### src/rtl/remap_reduce_pipe.sv
// remap_reduce_pipe: per-lane two-step bit remap plus selectable reduction,
// carried through STAGES registered slots under a valid/ready handshake.
// Optional feature: define REMAP_REDUCE_CNT_EN to add the saturating
// completed-transfer counter on out_count.

// Per-lane remap (output-reuse step r, cross-inverting step y) and reduction.
module remap_reduce_lane #(
  parameter int WIDTH = 4
) (
  input  logic [WIDTH-1:0] x,
  input  logic [1:0]       mode,
  output logic [WIDTH-1:0] y,
  output logic             red
);
  logic [WIDTH-1:0] r;
  // Only the lane MSB feeds the remap; the remaining bits are intentionally dropped.
  logic unused_low;
  assign unused_low = ^x[WIDTH-2:0];

  // Step r: each bit reuses an already-computed bit of r.
  always_comb begin
    r = '0;
    r[WIDTH-1] = x[WIDTH-1];
    r[WIDTH-2] = r[WIDTH-1];
    for (int i = WIDTH-3; i >= 1; i--) r[i] = ~r[i+1];
    r[0] = r[2] & r[1];
  end

  // Step y: crosses and inverts bits of r.
  always_comb begin
    y = '0;
    y[WIDTH-1] = r[WIDTH-1];
    y[WIDTH-2] = r[1];
    for (int i = WIDTH-3; i >= 1; i--) y[i] = ~r[i+1];
    y[0] = ~r[0];
  end

  // Reduction across all bits of y, operator picked by mode.
  always_comb begin
    red = 1'b0;
    case (mode)
      2'b00:   red = &y;
      2'b01:   red = |y;
      2'b10:   red = ^y;
      default: red = ~(&y);
    endcase
  end
endmodule

module remap_reduce_pipe #(
  parameter int WIDTH    = 4,
  parameter int CHANNELS = 2,
  parameter int STAGES   = 2
) (
  input  logic                      clk,
  input  logic                      rst,
  input  logic                      in_valid,
  output logic                      in_ready,
  input  logic [CHANNELS*WIDTH-1:0] in_data,
  input  logic [1:0]                in_mode,
  output logic                      out_valid,
  input  logic                      out_ready,
  output logic [CHANNELS*WIDTH-1:0] out_data,
  output logic [CHANNELS-1:0]       out_red
`ifdef REMAP_REDUCE_CNT_EN
  ,output logic [15:0]              out_count
`endif
);
  localparam int DW = CHANNELS*WIDTH;

  logic [DW-1:0]       lane_y;
  logic [CHANNELS-1:0] lane_red;

  // Result is fully formed at acceptance; stages only transport it.
  for (genvar c = 0; c < CHANNELS; c++) begin : g_lane
    remap_reduce_lane #(.WIDTH(WIDTH)) u_lane (
      .x    (in_data[c*WIDTH +: WIDTH]),
      .mode (in_mode),
      .y    (lane_y[c*WIDTH +: WIDTH]),
      .red  (lane_red[c])
    );
  end

  logic [STAGES-1:0]                 vld_q, vld_d;
  logic [STAGES-1:0][DW-1:0]         data_q, data_d;
  logic [STAGES-1:0][CHANNELS-1:0]   red_q, red_d;
  logic                              adv;

  // Whole chain moves together; it only stalls when the last slot is blocked.
  assign adv      = ~out_valid | out_ready;
  assign in_ready = adv;

  assign out_valid = vld_q[STAGES-1];
  assign out_data  = data_q[STAGES-1];
  assign out_red   = red_q[STAGES-1];

  // Next-state of the slot chain: shift on advance, hold otherwise.
  always_comb begin
    vld_d  = vld_q;
    data_d = data_q;
    red_d  = red_q;
    if (adv) begin
      vld_d[0]  = in_valid;
      data_d[0] = lane_y;
      red_d[0]  = lane_red;
      for (int s = 1; s < STAGES; s++) begin
        vld_d[s]  = vld_q[s-1];
        data_d[s] = data_q[s-1];
        red_d[s]  = red_q[s-1];
      end
    end
  end

  // Slot registers; reset drops everything in flight.
  always_ff @(posedge clk) begin
    if (rst) begin
      vld_q  <= '0;
      data_q <= '0;
      red_q  <= '0;
    end else begin
      vld_q  <= vld_d;
      data_q <= data_d;
      red_q  <= red_d;
    end
  end

`ifdef REMAP_REDUCE_CNT_EN
  logic [15:0] cnt_q, cnt_d;

  // Count completed output transfers, sticking at all-ones.
  always_comb begin
    cnt_d = cnt_q;
    if (out_valid && out_ready && (cnt_q != 16'hFFFF)) cnt_d = cnt_q + 16'd1;
  end

  // Counter register.
  always_ff @(posedge clk) begin
    if (rst) cnt_q <= '0;
    else     cnt_q <= cnt_d;
  end

  assign out_count = cnt_q;
`endif
endmodule

### config.mk
export PLATFORM = sky130hd
export DESIGN_NAME = remap_reduce_pipe
export DESIGN_NICKNAME = d
export VERILOG_FILES = /design/src/rtl/remap_reduce_pipe.sv
export SDC_FILE = /design/constraint.sdc
export NUM_CORES = 1
export LEC_CHECK = 0
export ABC_AREA = 1
export CORE_MARGIN = 8
export CORE_UTILIZATION = 37
export CTS_BUF_LIST = sky130_fd_sc_hd__clkbuf_16
export CTS_CLUSTER_SIZE = 20
export DETAILED_ROUTE_END_ITERATION = 12
export PLACE_DENSITY = 0.78
export SLEW_MARGIN = 0
export SYNTH_ARGS = -nofsm -noshare
export SYNTH_HDL_FRONTEND = slang
export SYNTH_SLANG_ARGS = --single-unit
### constraint.sdc
create_clock -name clk -period 0.9 [get_ports clk]
set_input_delay 0.09 -clock clk [delete_from_list [all_inputs] [get_ports clk]]
set_output_delay 0.09 -clock clk [all_outputs]
set_load 0.05 [all_outputs]
==> summary.txt <==
Run status
  • Status: finished, violations left
  • Failing checks: negative setup slack

Setup path
  • Element type at the critical path end: primary output
  • Setup crit start kind: flop
  • CP Data Required Time: 0.81 ns
  • Crit Path Max Fanout: 3
  • Critical path class: flop to primary output
  • Arr. time, crit path: 0.94 ns

Detailed routing
  • Via Count: 600
  • Average wire per standard cell: 12.9 um
  • Pre-Repair DR Iteration Count: 4
  • Antenna-violating nets left: 0
  • Initial drt markers: 11
  • Drt total wl: 1650 um
  • Via density per instance: 4.69
  • DRC violations left: 0

Global routing
  • Vias in the first global route: 625
  • Largest net degree at the start of global routing: 13
  • GRT Overall Usage: 10.4%
  • Global-route wire length before repair: 2680 um
  • Initial antenna violation count: 0
  • GR Overflow Total: 0

Clock tree
  • Htree depth: 1
  • Post-CTS Hold Fix Bufs: 0
  • Clk slew on worst S/H paths: 0.05 ns
  • CTS tree: built
  • Clk sinks: 16
  • CTS Buf Count: 3
  • CTS Buffer Depth: 2
  • Clk_lat worst skew: 0.24 ns
  • Root Driver: clkbuf_16

Synth
  • Async set or reset register ratio after synthesis: 0%
  • Synth Register Bits: 16
  • Warnings, synthesis: 0
  • Syn nets: 96
  • Avg Cell Area, Syn: 8.16 sq um
  • Yosys top cell area share: 47.9%
  • Distinct cells, synth: 15
  • Most used DFF post-synth: dfxtp_1
  • Mapped cell area: 669 sq um
  • Post-synth EDFFs: 0
  • Dominant cells by area after synthesis: dfxtp_1 48%, buf_4 12%, nor2_1 9.5%, o21ai_0 6.0%, a21oi_1 4.5%
  • Synth top cells by count: 17 x nor2_1, 16 x dfxtp_1, 11 x buf_4, 8 x o21ai_0, 6 x a21oi_1
  • Count leader, synth: nor2_1
  • Yosys top cell by area: dfxtp_1
  • Syn Inst Count: 82
  • Seq/Total Area, Yosys: 47.9%

Timing
  • Fmax: 972 MHz
  • Worst-margin pin slew: 0.254 ns
  • Final worst slack: -0.129 ns
  • # setup viols final: 13
  • RSZ-0062 raised after global routing: true
  • Clk_skew: 0.00108 ns
  • Slew margin rel.: 83.0%
  • Max Slew Vio Count: 0
  • Final min period: 1.03 ns
  • Final Hold Viols: 0
  • Setup TNS: -1.08 ns
  • Period utilization: 114%

Placement
  • GPL Wtd Cong: 0.745
  • Quantity of I/O buffers inserted on ports: 19
  • Dpl cells: 120
  • DP Wirelength: 1110 um
  • Post-placement cell area: 993 sq um

Layout
  • Fin nets: 118
  • Non-filler cells, final: 128
  • Fillers: 118
  • Layout cells sized above 1: 51.5%
  • P&R area growth vs syn: 74.0%
  • Diode count: 0
  • Post-route cell area: 1160 sq um

Floorplan
  • Num ports: 26
  • Die ar.: 3430 sq um
  • Die Y: 58.5 um
  • Core area: 1710 sq um
  • Initial core utilization: 39.2%
  • Die X: 58.5 um
  • Rows: 15

Power
  • PD cells: 1830 nW/um^2
  • Power Total: 2.13 mW
  • Pleak: 0.506 nW
  • Peak supply drop: 1580 uV

Min path
  • Hold Crit Class: primary input to flop

Job
  • Max-Cap Viols: 0
==> metal layers <==
layer  part of all wire, %  up-vias  routed length, um  GRT usage (%)
met5                     0        -                  0              0
met4                   4.9        0                 81           8.04
met3                   9.5        8                157           4.57
met2                    51       31                842           18.0
met1                    35      271                571           9.27
li1                      -      290                  -              -
==> cell families (layout without fill, tap and decap cells) <==
logic type / after synthesis / count (layout) / synth area share (%)
buf+inv: 21 / 42 / 20.2
simple gates: 26 / 26 / 17.2
flops: 16 / 16 / 47.9
compound gates: 19 / 19 / 14.8
==> state kept, by name, indices dropped and copies added (netlist names) <==
signal / count
vld_q: 2
out_red: 2
red_q: 2
out_data: 5
data_q: 5
==> final timing paths <==
check,start,endpoint,slack [ns],cells past startpoint
min reg2reg,red_q[0],out_red[0],0.45,2
max reg2reg,vld_q[1],data_q[6],-0.10,5
max,vld_q[1],in_ready,-0.13,3
min,out_ready,red_q[0],0.32,5
==> power breakdown <==
part | switching (mW) | leakage [nW] | internal [mW]
Sequential | 0.0519 | 0.137 | 0.761
Combinational | 0.240 | 0.331 | 0.230
Clock | 0.257 | 0.0385 | 0.587
Total | 0.549 | 0.506 | 1.58
==> worst max-delay path: stages, from the launching register on <==
cell and delay (ns):
dfxtp_4 0.37, nand2_8 0.06, buf_12 0.12, buf_12 0.14
==> metrics by stage <==
stage          util, %  hold slack (ns)  setup WS [ns]
4_1_cts           65.5            0.460         -0.130
2_1_floorplan        -            0.152        -0.0447
6_report          68.2            0.317         -0.129
3_5_place_dp      58.2            0.453         -0.270
5_1_grt           68.2            0.384         -0.143
3_3_place_gp      58.2            0.442         -0.224
==> layout by cell type (no fill, tap or decap) <==
cell type	n
nand2_4	1
inv_4	1
clkbuf_16	3
buf_12	13
inv_2	2
o21ai_2	7
clkdlybuf4s50_1	6
nand2_1	4
nand2_2	1
o21ai_1	5
buf_4	8
nand3_2	1
dfxtp_4	3
nand3_1	1
nor2_2	2
dlymetal6s2s_1	1
dfxtp_1	8
clkinv_1	1
a21oi_1	4
buf_6	1
a21oi_2	3
dfxtp_2	5
inv_1	5
inv_8	1
nor2_1	15
nand2_8	1
==> layout make-up <==
| class | count | area, sq um | area share [%] |
|---|---|---|---|
| clock buffer | 3 | 75.1 | 6.44 |
| clock inverter | 1 | 3.75 | 0.322 |
| timing repair buffer | 29 | 404 | 34.7 |
| multi-input combinational | 45 | 269 | 23.1 |
| sequential | 16 | 338 | 29.0 |
| inverter | 8 | 37.5 | 3.22 |
| timing repair inverter | 1 | 6.26 | 0.537 |
| tap | 25 | 31.3 | 2.69 |
==> repair_timing <==
item / in CTS / in global routing
setup buffers: 3 / 0
pin swaps: 1 / 1
gates cloned: 0 / 1
resized for setup: 8 / 15
setup endpoints to repair: 16 / 20
Power figures use the tool's default switching activity.
